**config.mk**
```make
export PLATFORM = sky130hd
export DESIGN_NAME = button_event_decoder_flat
export DESIGN_NICKNAME = d
export VERILOG_FILES = /design/src/rtl/button_event_if.sv /design/src/rtl/button_event_decoder.sv /design/src/flat_wrapper.sv
export SDC_FILE = /design/constraint.sdc
export NUM_CORES = 1
export LEC_CHECK = 0
export CORE_ASPECT_RATIO = 1.4
export CORE_MARGIN = 5
export CORE_UTILIZATION = 50
export CTS_CLUSTER_SIZE = 25
export DETAILED_ROUTE_END_ITERATION = 10
export HOLD_SLACK_MARGIN = 0.08
export PLACE_DENSITY = 0.79
export SYNTH_ARGS = -nofsm -noshare
export SYNTH_HDL_FRONTEND = slang
export SYNTH_SLANG_ARGS = --single-unit
```
**constraint.sdc**
```tcl
create_clock -name clk -period 2.22 [get_ports clk]
set_input_delay 0.444 -clock clk [delete_from_list [all_inputs] [get_ports clk]]
set_output_delay 0.444 -clock clk [all_outputs]
set_load 0.05 [all_outputs]
```
**src/rtl/button_event_if.sv**
```systemverilog
// Button event bus between the debouncer and the gesture decoder.
// The master side (upstream debouncer) drives the stable level and its change
// strobe. The slave side (the decoder) returns the gesture pulses, the encoded
// event and the registered pressed level.
interface button_event_if;
  logic       btn_level;
  logic       btn_valid;
  logic       short_press;
  logic       long_press;
  logic       double_click;
  logic       event_valid;
  logic [1:0] event_code;
  logic       btn_pressed;

  modport master (
    output btn_level,
    output btn_valid,
    input  short_press,
    input  long_press,
    input  double_click,
    input  event_valid,
    input  event_code,
    input  btn_pressed
  );

  modport slave (
    input  btn_level,
    input  btn_valid,
    output short_press,
    output long_press,
    output double_click,
    output event_valid,
    output event_code,
    output btn_pressed
  );
endinterface

```
**src/rtl/button_event_decoder.sv**
```systemverilog
// Button gesture decoder: classifies short press, long press and double click
// from a debounced level plus its change strobe. All timing runs off an
// internal 1 ms tick. Every gesture phase change restarts the ms timebase, so
// the ms timer always measures time spent in the current phase.
module button_event_decoder #(
  parameter int CLK_FREQ_HZ = 10_000_000,
  parameter int IS_PULLUP   = 0,
  parameter int LONG_MS     = 1000,
  parameter int DCLICK_MS   = 300
) (
  input  logic          clk,
  input  logic          rst_n,
  button_event_if.slave bus
);

  localparam int PRESC_MAX = CLK_FREQ_HZ / 1000 - 1;
  localparam int PRESC_W   = (PRESC_MAX < 1) ? 1 : $clog2(PRESC_MAX + 1);

  localparam logic [PRESC_W-1:0] PRESC_TC   = PRESC_W'(PRESC_MAX);
  localparam logic [15:0]        LONG_TC    = 16'(LONG_MS);
  localparam logic [15:0]        DCLICK_TC  = 16'(DCLICK_MS);
  localparam logic [15:0]        MS_SAT     = 16'hFFFF;
  // Level the button shows when released; XOR with it yields "pressed".
  localparam logic               PULLUP_LVL = IS_PULLUP[0];

  localparam logic [1:0] CODE_NONE   = 2'b00;
  localparam logic [1:0] CODE_SHORT  = 2'b01;
  localparam logic [1:0] CODE_LONG   = 2'b10;
  localparam logic [1:0] CODE_DOUBLE = 2'b11;

  typedef enum logic [2:0] {
    ST_IDLE   = 3'd0,
    ST_PRESS1 = 3'd1,
    ST_HOLD   = 3'd2,
    ST_WAIT2  = 3'd3,
    ST_PRESS2 = 3'd4
  } state_t;

  state_t             state_r;
  logic [PRESC_W-1:0] presc_r;
  logic [15:0]        ms_r;
  logic               short_r;
  logic               long_r;
  logic               double_r;
  logic               event_valid_r;
  logic [1:0]         event_code_r;
  logic               pressed_r;

  logic pressed_s;
  logic press_edge_s;
  logic release_edge_s;
  logic ms_tick_s;
  logic long_hit_s;
  logic dclick_hit_s;

  // Decode strobe into press/release edges and evaluate the timing thresholds.
  always_comb begin
    pressed_s      = bus.btn_level ^ PULLUP_LVL;
    press_edge_s   = bus.btn_valid & pressed_s;
    release_edge_s = bus.btn_valid & ~pressed_s;
    ms_tick_s      = (presc_r == PRESC_TC);
    long_hit_s     = (ms_r >= LONG_TC);
    dclick_hit_s   = (ms_r >= DCLICK_TC);
  end

  // Gesture FSM with its timebase and registered event outputs; edges are
  // checked before timeouts so a button edge wins a same-cycle collision.
  always_ff @(posedge clk or negedge rst_n) begin
    if (!rst_n) begin
      state_r       <= ST_IDLE;
      presc_r       <= {PRESC_W{1'b0}};
      ms_r          <= 16'h0000;
      short_r       <= 1'b0;
      long_r        <= 1'b0;
      double_r      <= 1'b0;
      event_valid_r <= 1'b0;
      event_code_r  <= CODE_NONE;
      pressed_r     <= 1'b0;
    end else begin
      // Pulses last one cycle unless re-armed below.
      short_r       <= 1'b0;
      long_r        <= 1'b0;
      double_r      <= 1'b0;
      event_valid_r <= 1'b0;
      event_code_r  <= CODE_NONE;

      if (bus.btn_valid) begin
        pressed_r <= pressed_s;
      end else begin
        pressed_r <= pressed_r;
      end

      // Free-running timebase; a transition below overrides it with a clear.
      if (ms_tick_s) begin
        presc_r <= {PRESC_W{1'b0}};
      end else begin
        presc_r <= presc_r + PRESC_W'(1);
      end
      if (ms_tick_s && (ms_r != MS_SAT)) begin
        ms_r <= ms_r + 16'd1;
      end else begin
        ms_r <= ms_r;
      end

      case (state_r)
        ST_IDLE: begin
          if (press_edge_s) begin
            state_r <= ST_PRESS1;
            presc_r <= {PRESC_W{1'b0}};
            ms_r    <= 16'h0000;
          end
        end
        ST_PRESS1: begin
          if (release_edge_s) begin
            state_r <= ST_WAIT2;
            presc_r <= {PRESC_W{1'b0}};
            ms_r    <= 16'h0000;
          end else if (long_hit_s) begin
            state_r       <= ST_HOLD;
            presc_r       <= {PRESC_W{1'b0}};
            ms_r          <= 16'h0000;
            long_r        <= 1'b1;
            event_valid_r <= 1'b1;
            event_code_r  <= CODE_LONG;
          end
        end
        ST_HOLD: begin
          if (release_edge_s) begin
            state_r <= ST_IDLE;
            presc_r <= {PRESC_W{1'b0}};
            ms_r    <= 16'h0000;
          end
        end
        ST_WAIT2: begin
          if (press_edge_s) begin
            state_r <= ST_PRESS2;
            presc_r <= {PRESC_W{1'b0}};
            ms_r    <= 16'h0000;
          end else if (dclick_hit_s) begin
            state_r       <= ST_IDLE;
            presc_r       <= {PRESC_W{1'b0}};
            ms_r          <= 16'h0000;
            short_r       <= 1'b1;
            event_valid_r <= 1'b1;
            event_code_r  <= CODE_SHORT;
          end
        end
        ST_PRESS2: begin
          // No timeout here: however long the second press, it is a double click.
          if (release_edge_s) begin
            state_r       <= ST_IDLE;
            presc_r       <= {PRESC_W{1'b0}};
            ms_r          <= 16'h0000;
            double_r      <= 1'b1;
            event_valid_r <= 1'b1;
            event_code_r  <= CODE_DOUBLE;
          end
        end
        default: begin
          state_r <= ST_IDLE;
          presc_r <= {PRESC_W{1'b0}};
          ms_r    <= 16'h0000;
        end
      endcase
    end
  end

  assign bus.short_press  = short_r;
  assign bus.long_press   = long_r;
  assign bus.double_click = double_r;
  assign bus.event_valid  = event_valid_r;
  assign bus.event_code   = event_code_r;
  assign bus.btn_pressed  = pressed_r;

endmodule

```
**src/flat_wrapper.sv**
```systemverilog
// flat-port wrapper written by rule: the top's interface ports become plain ports
module button_event_decoder_flat 
#(
  parameter int CLK_FREQ_HZ = 10_000_000,
  parameter int IS_PULLUP   = 0,
  parameter int LONG_MS     = 1000,
  parameter int DCLICK_MS   = 300
)
  (clk, rst_n, bus_btn_level, bus_btn_valid, bus_short_press, bus_long_press, bus_double_click, bus_event_valid, bus_event_code, bus_btn_pressed);
  button_event_if bus_i ();
  input  logic clk;
  input  logic rst_n;
  input wire logic [$bits(bus_i.btn_level)-1:0] bus_btn_level;
  input wire logic [$bits(bus_i.btn_valid)-1:0] bus_btn_valid;
  output wire logic [$bits(bus_i.short_press)-1:0] bus_short_press;
  output wire logic [$bits(bus_i.long_press)-1:0] bus_long_press;
  output wire logic [$bits(bus_i.double_click)-1:0] bus_double_click;
  output wire logic [$bits(bus_i.event_valid)-1:0] bus_event_valid;
  output wire logic [$bits(bus_i.event_code)-1:0] bus_event_code;
  output wire logic [$bits(bus_i.btn_pressed)-1:0] bus_btn_pressed;
  assign bus_i.btn_level = bus_btn_level;
  assign bus_i.btn_valid = bus_btn_valid;
  assign bus_short_press = bus_i.short_press;
  assign bus_long_press = bus_i.long_press;
  assign bus_double_click = bus_i.double_click;
  assign bus_event_valid = bus_i.event_valid;
  assign bus_event_code = bus_i.event_code;
  assign bus_btn_pressed = bus_i.btn_pressed;
  button_event_decoder #(.CLK_FREQ_HZ(CLK_FREQ_HZ), .IS_PULLUP(IS_PULLUP), .LONG_MS(LONG_MS), .DCLICK_MS(DCLICK_MS)) u_core (.clk(clk), .rst_n(rst_n), .bus(bus_i));
endmodule
```
---- Yosys cells after proc, flatten, opt, wreduce, memory -nomap -nowiden ----
Index checks and enable logic that the tools add are counted.
word-level totals
  flip-flop bits (word level) ............. 40
  bits in latches ......................... 0
  memory bits (writable) .................. 0
  memory bits (read-only) ................. 0
  input bits .............................. 4
  logic and storage cells ................. 68
  memories kept ........................... 0
cells by class
  $add $sub $neg .......................... 2
  multiply operators ...................... 0
  div/mod/pow operators ................... 0
  magnitude comparators ................... 2
  eq/ne operators ......................... 10
  shift operators ......................... 0
  multiplexer cells ....................... 38
  bitwise gates (word level) .............. 3
  reduce and logical (&&, ||, !) cells .... 4
operators by type and width
  operator               count
  $mux 16                7
  $mux 14                7
  $pmux 16 s4            1
  $pmux 14 s4            1
  $mux 3                 6
  $add 16x1->16 const B  1
  $ge 16x10->1 const B   1
  $ge 16x9->1 const B    1
  $ne 16x16->1 const B   1
  $add 14x1->14 const B  1
  $eq 14x14->1 const B   1
  $pmux 3 s4             1
  $mux 1                 9
  $mux 2                 4
  $eq 3x2->1 const B     2
  $ne 3x1->1 const B     2
  $pmux 2 s3             1
  $ne 2x1->1 const B     2
  $reduce_and 4->1       1
  $eq 3x1->1 const B     1
  $eq 3x3->1 const B     1
  $logic_not 3->1        1
  $pmux 1 s3             1
  $and 1x1->1            2
  other kinds (3)        3

---- Depth between registers and ports, before layout ----
Gate-level depths: netlist (run 1).
  depth after elaboration ................. 6
  gate-level depth with buffers ........... 8
  gate-level depth less buffers ........... 6

---- Least setup slack after synthesis (run 1) ----
No wires, ideal clock.
  path type ............................... reg2reg
  start point ............................. register u_core.presc_r[0]
  end point ............................... register u_core.ms_r[10]
  setup time .............................. 78 ps
  arrival ................................. 1791 ps
  data required time ...................... 2142 ps
  slack ................................... 351 ps
  stages on the path, launching flop included .. 8
  path buffers ............................ 1
  period minus slack after synthesis ...... 1869 ps
  path through ............................ dfrtp_1 ha_1 and3_1 nand4_4 or2_1 buf_2 or4_1 a21oi_1
on the way
  word-level cells in the longest chain between the ends .. 6
RTL lines
  what                        line                                                      text
  start, declared             button_event_decoder.sv:40                                logic [PRESC_W-1:0] presc_r;
  start signal, assigned      button_event_decoder.sv:71                                presc_r <= {PRESC_W{1'b0}};
  start signal, assigned      button_event_decoder.sv:95                                presc_r <= {PRESC_W{1'b0}};
  start signal, assigned      button_event_decoder.sv:97                                presc_r <= presc_r + PRESC_W'(1);
  $eq 14x14->1 *              button_event_decoder.sv:61                                ms_tick_s = (presc_r == PRESC_TC);
  $logic_and 1x1->1 *         button_event_decoder.sv:99                                if (ms_tick_s && (ms_r != MS_SAT)) begin
  $mux 16 *                   button_event_decoder.sv:99
  $mux 16 (on tied branches)  button_event_decoder.sv:139, button_event_decoder.sv:118
  $mux 16 (on tied branches)  button_event_decoder.sv:135, button_event_decoder.sv:114
  $pmux 16 s4 *               button_event_decoder.sv:105                               case (state_r)
  end signal, assigned        button_event_decoder.sv:100                               ms_r <= ms_r + 16'd1;
  end signal, assigned        button_event_decoder.sv:102                               ms_r <= ms_r;
  end, declared               button_event_decoder.sv:41                                logic [15:0] ms_r;
Every way passes the cells marked *; elsewhere a longest branch is shown, timed or not.
A chain may end at the register's enable or synchronous reset.

---- Final worst setup path (run 1) ----
  start point ............................. register u_core.presc_r[0]
  end point ............................... register u_core.ms_r[14]
The elaborated chain is that of the path after synthesis.

==> results of run 1 <==
[flip-flops by register name, indices dropped and copies added, names as in the netlist]
| name | count |
|---|---|
| u_core.ms_r | 16 |
| u_core.state_r | 3 |
| u_core.bus.event_code | 2 |
| u_core.bus.double_click | 1 |
| u_core.bus.short_press | 1 |
| u_core.bus.btn_pressed | 1 |
| u_core.bus.long_press | 1 |
| u_core.bus.event_valid | 1 |
| u_core.presc_r | 14 |
[synthesized netlist by cell type (all sizes together), types with 2 or more instances]
cell type  count  area share [%]
o21ai         13             3.1
o211ai         2            0.73
and3           4             1.2
nand4         13             5.0
or2            3            0.91
nor3b          3             1.1
xnor2         17             7.2
inv            9             1.6
or3            7             2.1
buf            6             1.5
o31ai          2            0.73
clkbuf         2            0.36
dfrtp         40              48
nand2b         4             1.2
nor2          30             5.6
nor3           8             1.9
nor4           3             1.6
nor4b          2             1.6
ha             3             1.8
nand2          6             1.1
a21oi          8             1.9
nor2b          3            0.91
and2           2            0.60
nand3          9             2.2
xor2           2            0.85
[power by group]
| part | internal [mW] | switching, mW | total (mW) |
|---|---|---|---|
| sequential | 0.778 | 0.0686 | 0.847 |
| combinational | 0.180 | 0.264 | 0.444 |
| clock | 0.338 | 0.263 | 0.601 |
[final cells by class]
class,instances,area share (%)
clock inverter,3,2.02
tap,43,2.28
clock buffer,5,2.92
multi-input combinational,155,42.6
sequential,40,42.5
timing repair buffer,17,6.27
inverter,9,1.43
[cells by family after synthesis]
logic type / Yosys count / share of synthesized area [%]
simple gates: 101 / 28.8
flops: 40 / 48.4
compound gates: 30 / 8.41
xor+xnor: 19 / 8.05
buf+inv: 17 / 3.51
fa+ha+maj: 3 / 1.82
mux: 2 / 1.03
[metal layers]
metal	routed length, um	track usage, %	up-vias	part of all wire, %
met4	61	5.38	0	1.6
li1	-	-	778	-
met2	2080	28.6	24	53
met1	1680	18.6	768	43
met3	93	3.15	5	2.4
met5	0	0	-	0
[per-stage QoR]
step	utilization [%]	worst slack (ps)	hold slack [ps]
floorplan	-	351	148
global placement	56.0	120	456
finish	59.1	184	111
detailed placement	56.0	89.9	453
global route	59.1	32.2	157
CTS	58.9	71.4	129
[how the worst max path moves through the flow]
stage / from / to / slack, ps / cells after the start
6_report: u_core.presc_r[0] / u_core.ms_r[14] / 180 / 7
5_1_grt: u_core.presc_r[0] / u_core.ms_r[14] / 30 / 7
4_1_cts: u_core.presc_r[0] / u_core.ms_r[10] / 70 / 6
3_5_place_dp: bus_btn_level / u_core.presc_r[9] / 90 / 6
3_3_place_gp: bus_btn_valid / u_core.state_r[1] / 120 / 6
2_1_floorplan: u_core.presc_r[0] / u_core.ms_r[10] / 350 / 7
[what timing repair did]
item                                    CTS  global route
hold buffers                              0             0
gates resized for setup                   0             3
buffers inserted                          0             0
endpoints found under the setup margin    0            23
==> metrics.yaml, run 1 <==
cells_and_area:
  final_net_count: 235
  syn_to_final_growth_pct: 13.9
  ff_latch_area_mm2: 0.00100
  most_common_library_cell_in_the_layout_ignoring_fill_and_taps: "sky130_fd_sc_hd__dfrtp_1"
  layout_cell_share_with_drive_strength_beyond_1_pct: 11.4
  fin_area_mm2: 0.00236
  diodes: 0
  fillerInstances: 349
  layout.cells.non_filler: 272
  final_cell_mix: "sky130_fd_sc_hd__dfrtp_1 (40), sky130_fd_sc_hd__nor2_1 (29), sky130_fd_sc_hd__xnor2_1 (17)"
  multi_input_comb_area_mm2: 0.00100
clocking:
  clk_pin_slew_ps: 90
  clock_tree.htree_level_count: 2
  cts_root_buf: "sky130_fd_sc_hd__clkbuf_8"
  cts.path.max_buffers: 2
  tritoncts: "built"
  clock_sinks: 40
  worst_skew_pair.late_latency_ps: 300
  cts_buffers: 5
detailed_routing:
  drt_first_iter_violations: 107
  route.detailed.vias_per_inst: 5.79
  routed_wl_um: 3920
  drc: 0
  wl_per_cell_um: 14.4
  via_count: 1575
  postRouteAntennaNets: 0
  drt_pre_antenna_iters: 4
synth:
  synth-seq-cells: 40
  netlist-cell-type-count: 45
  synth_area_per_cell_um2: 9.76
  synthesis.yosys.warnings: 0
  synth-async-reset-ratio_pct: 100
  prevailing_post_synth_register_cell: "sky130_fd_sc_hd__dfrtp_1"
  synth_seq_area_share_pct: 48.4
  synth_enable_flop_cells: 0
  mapped_nets: 219
  post_synth_inst_count: 212
  synth_area_mm2: 0.00207
placed_design:
  half_perimeter_wire_length_after_placement_um: 2650
  dp.cells: 264
  place.gp.congestion: 0.818
  post_dp_cell_area_mm2: 0.00223
  port-buffer-count: 10
sta:
  final.min_clock_period_ps: 2040
  finalMaxSlewViolations: 0
  finalHoldViolations: 0
  slew_headroom_pct: 62.0
  final_sum_of_negative_setup_slack_ps: 0
  clock_skew_ps: 11.2
  grt_setup_unrepaired: "no"
  setup-violations-final: 0
  layout_worst_path_cycle_share_pct: 91.7
  max_freq_mhz: 491
  worstMarginPinSlew_ps: 564
grt:
  via_count_of_the_first_global_routing_pass: 1561
  grt_start_max_net_pins: 25
  grt_overflow: 0
  track_usage_pct: 15.9
  grt_pass1_wl_um: 6980
  antenna_violations_before_repair: 0
critical_path:
  critical_path.startpoint_type: "flip-flop"
  timing.critical_path.cells: "ha_1 -> and3_1 -> nand4_4 -> buf_4 -> nor4_1 -> a31oi_1 -> nor3b_1"
  critical-path-top-delay-family: "simple AND/OR/NAND/NOR gates"
  timing.critical_path.slowest_cell_delay_ps: 440
  crit_arrival_ps: 2250
  cpMaxStageDelayCell: "sky130_fd_sc_hd__nor4_1"
  criticalPathCategory: "reg2reg"
  setup.reg_to_reg.worst_slack_ps: 180
  critical_path_maximum_fanout: 6
  cp.buffers_inverters: 1
  crit_required_ps: 2430
  length_in_cells_of_the_worst_reg_to_reg_path: 7
  reg2reg_to: "u_core.ms_r[14]"
  startpoint_of_the_worst_slack_reg_to_reg_timing_path: "u_core.presc_r[0]"
  crit_path_end_kind: "flip-flop"
floorplanning:
  initial_cell_density_of_the_core_pct: 51.9
  placementRows: 27
  design.portCount: 11
  core_area_mm2: 0.00399
  die_h_um: 86.1
  floorplan.die_area_mm2: 0.00554
  floorplan.die.width_um: 64.4
outcome:
  run_status: "completed"
run:
  timing.max_cap.violations: 0
power_and_ir_drop:
  vdd.ir_drop.worst_uv: 562
  power.density_cell_area_mw_per_mm2: 803
  leakagePower_nw: 1.01
  total_power_mw: 1.89
min_path:
  timing.hold.worst.class: "in2async"
(Power assumes the default switching activity.)
==> inputs of run 2 (changes only) <==
Settings changed: CAP_MARGIN set to 30, GPL_TIMING_DRIVEN set to 0.
==> metrics.yaml, run 2 (synthesis gave the netlist of run 1 again) <==
outcome:
  run_status: "completed"  # unchanged
critical_path:
  timing.critical_path.slowest_cell_delay_ps: 410  # was 440 ps
  startpoint_of_the_worst_slack_reg_to_reg_timing_path: "u_core.presc_r[0]"  # unchanged
  cpMaxStageDelayCell: "sky130_fd_sc_hd__dfrtp_1"  # was sky130_fd_sc_hd__nor4_1
  crit_required_ps: 2440  # was 2430 ps
  critical-path-top-delay-family: "simple AND/OR/NAND/NOR gates"  # unchanged
  critical_path_maximum_fanout: 9  # was 6
  cp.buffers_inverters: 1  # unchanged
  setup.reg_to_reg.worst_slack_ps: 160  # was 180 ps
  critical_path.startpoint_type: "flip-flop"  # unchanged
  timing.critical_path.cells: "ha_1 -> and3_1 -> nand4_4 -> or2_1 -> buf_2 -> or4_1 -> a21oi_1"  # was ha_1 -> and3_1 -> nand4_4 -> buf_4 -> nor4_1 -> a31oi_1 -> nor3b_1
  crit_path_end_kind: "flip-flop"  # unchanged
  crit_start: "u_core.presc_r[0]"  # unchanged
  crit_arrival_ps: 2290  # was 2250 ps
  length_in_cells_of_the_worst_reg_to_reg_path: 7  # unchanged
  reg2reg_to: "u_core.ms_r[10]"  # was u_core.ms_r[14]
  criticalPathCategory: "reg2reg"  # unchanged
detailed_routing:
  postRouteAntennaNets: 0  # unchanged
  drt_first_iter_violations: 58  # was 107
  route.detailed.vias_per_inst: 5.86  # was 5.79
  via_count: 1600  # was 1575
  drt_pre_antenna_iters: 4  # unchanged
  drc: 0  # unchanged
  wl_per_cell_um: 14.2  # was 14.4 um
  routed_wl_um: 3880  # was 3920 um
cells_and_area:
  diodes: 0  # unchanged
  syn_to_final_growth_pct: 13.0  # was 13.9%
  number_of_flip_flops_in_the_largest_register: 16  # unchanged
  top_regs: "u_core.ms_r (16), u_core.presc_r (14), u_core.state_r (3)"  # unchanged
  final_net_count: 236  # was 235
  final_cell_mix: "sky130_fd_sc_hd__dfrtp_1 (40), sky130_fd_sc_hd__nor2_1 (29), sky130_fd_sc_hd__xnor2_1 (17)"  # unchanged
  regMostFlops: "u_core.ms_r"  # unchanged
  fin_area_mm2: 0.00234  # was 0.00236 mm2
  fillerInstances: 344  # was 349
  layout.cells.non_filler: 273  # was 272
  most_common_library_cell_in_the_layout_ignoring_fill_and_taps: "sky130_fd_sc_hd__dfrtp_1"  # unchanged
  layout_cell_share_with_drive_strength_beyond_1_pct: 10.4  # was 11.4%
power_and_ir_drop:
  power.density_cell_area_mw_per_mm2: 805  # was 803 mW/mm2
  total_power_mw: 1.88  # was 1.89 mW
  leakagePower_nw: 0.997  # was 1.01 nW
  vdd.ir_drop.worst_uv: 579  # was 562 uV
placed_design:
  port-buffer-count: 9  # was 10
  post_dp_cell_area_mm2: 0.00221  # was 0.00223 mm2
  half_perimeter_wire_length_after_placement_um: 2710  # was 2650 um
  dp.cells: 264  # unchanged
  preCtsSetupSlack_ps: -200  # was 89.9 ps
  place.gp.congestion: 0.835  # was 0.818
floorplanning:
  floorplan.die_area_mm2: 0.00554  # unchanged
  placementRows: 27  # unchanged
  design.portCount: 11  # unchanged
  floorplan.die.width_um: 64.4  # unchanged
  initial_cell_density_of_the_core_pct: 51.9  # unchanged
  core_area_mm2: 0.00399  # unchanged
  die_h_um: 86.1  # unchanged
run:
  timing.max_cap.violations: 0  # unchanged
sta:
  finalHoldViolations: 0  # unchanged
  final.setup.worst_slack_ps: 157  # was 184 ps
  max_freq_mhz: 485  # was 491 MHz
  clock_skew_ps: 16.1  # was 11.2 ps
  grt_setup_unrepaired: "no"  # unchanged
  setup-violations-final: 0  # unchanged
  layout_worst_path_cycle_share_pct: 92.9  # was 91.7%
  worstMarginPinSlew_ps: 865  # was 564 ps
  final_sum_of_negative_setup_slack_ps: 0  # unchanged
  slew_headroom_pct: 42.3  # was 62.0%
  finalMaxSlewViolations: 0  # unchanged
  final.min_clock_period_ps: 2060  # was 2040 ps
clocking:
  cts.path.max_buffers: 2  # unchanged
  tritoncts: "built"  # unchanged
  clock_sinks: 40  # unchanged
  clk_pin_slew_ps: 90  # about the same
  cts_buffers: 5  # unchanged
  worst_skew_pair.late_latency_ps: 300  # about the same
  cts_root_buf: "sky130_fd_sc_hd__clkbuf_8"  # unchanged
  clock_tree.htree_level_count: 2  # unchanged
  cts_hold_buffers: 0  # unchanged
grt:
  grt_pass1_wl_um: 6960  # was 6980 um
  grt_start_max_net_pins: 41  # was 25
  grt_overflow: 0  # unchanged
  track_usage_pct: 15.7  # was 15.9%
  via_count_of_the_first_global_routing_pass: 1578  # was 1561
  antenna_violations_before_repair: 0  # unchanged
min_path:
  timing.hold.worst.class: "in2async"  # unchanged
## run 2: area by class of cell
type | instances | area [um2] | area share (%)
inverter | 9 | 33.8 | 1.45
multi-input combinational | 155 | 1000 | 42.9
timing repair buffer | 10 | 92.6 | 3.96
sequential | 40 | 1000 | 42.8
clock buffer | 5 | 68.8 | 2.94
tap | 43 | 53.8 | 2.30
clock inverter | 3 | 46.3 | 1.98
buffer | 8 | 38.8 | 1.66
## run 2: worst register-to-register path, cell delays in order, from the launching register on
cell and delay [ps]:
sky130_fd_sc_hd__dfrtp_1 410, sky130_fd_sc_hd__ha_1 220, sky130_fd_sc_hd__and3_1 260, sky130_fd_sc_hd__nand4_4 150, sky130_fd_sc_hd__or2_1 230, sky130_fd_sc_hd__buf_2 170
sky130_fd_sc_hd__or4_1 410, sky130_fd_sc_hd__a21oi_1 150
## run 2: what timing repair did
action	4_1_cts	5_1_grt
endpoints found under the setup margin	0	18
setup buffers	0	1
gates resized for setup	0	2
## run 2: how the worst max path moves through the flow
stage | end | slack, ps | cells after the start
floorplan | u_core.ms_r[10] | 350 | 7
global placement | u_core.ms_r[0] | -220 | 1
detailed placement | u_core.presc_r[6] | -200 | 7
CTS | u_core.presc_r[6] | 50 | 6
global route | u_core.ms_r[10] | 8 | 8
finish | u_core.ms_r[10] | 160 | 7
## run 2: per-stage QoR
step           util [%]  hold WS, ps
3_5_place_dp       55.4          519
6_report           58.6          247
2_1_floorplan         -          148
5_1_grt            58.6          331
3_3_place_gp       55.5          495
4_1_cts            58.3          274
## run 2: metal layers
metal	routed length, um	global-route usage, %
met5	0	0
met4	72	6.35
met3	110	3.67
met2	2100	28.1
met1	1600	17.9
## run 2: where the power goes
group	total, mW	switching, mW	internal, mW
clock	0.608	0.270	0.339
combinational	0.437	0.276	0.162
sequential	0.835	0.0570	0.778
total	1.88	0.602	1.28
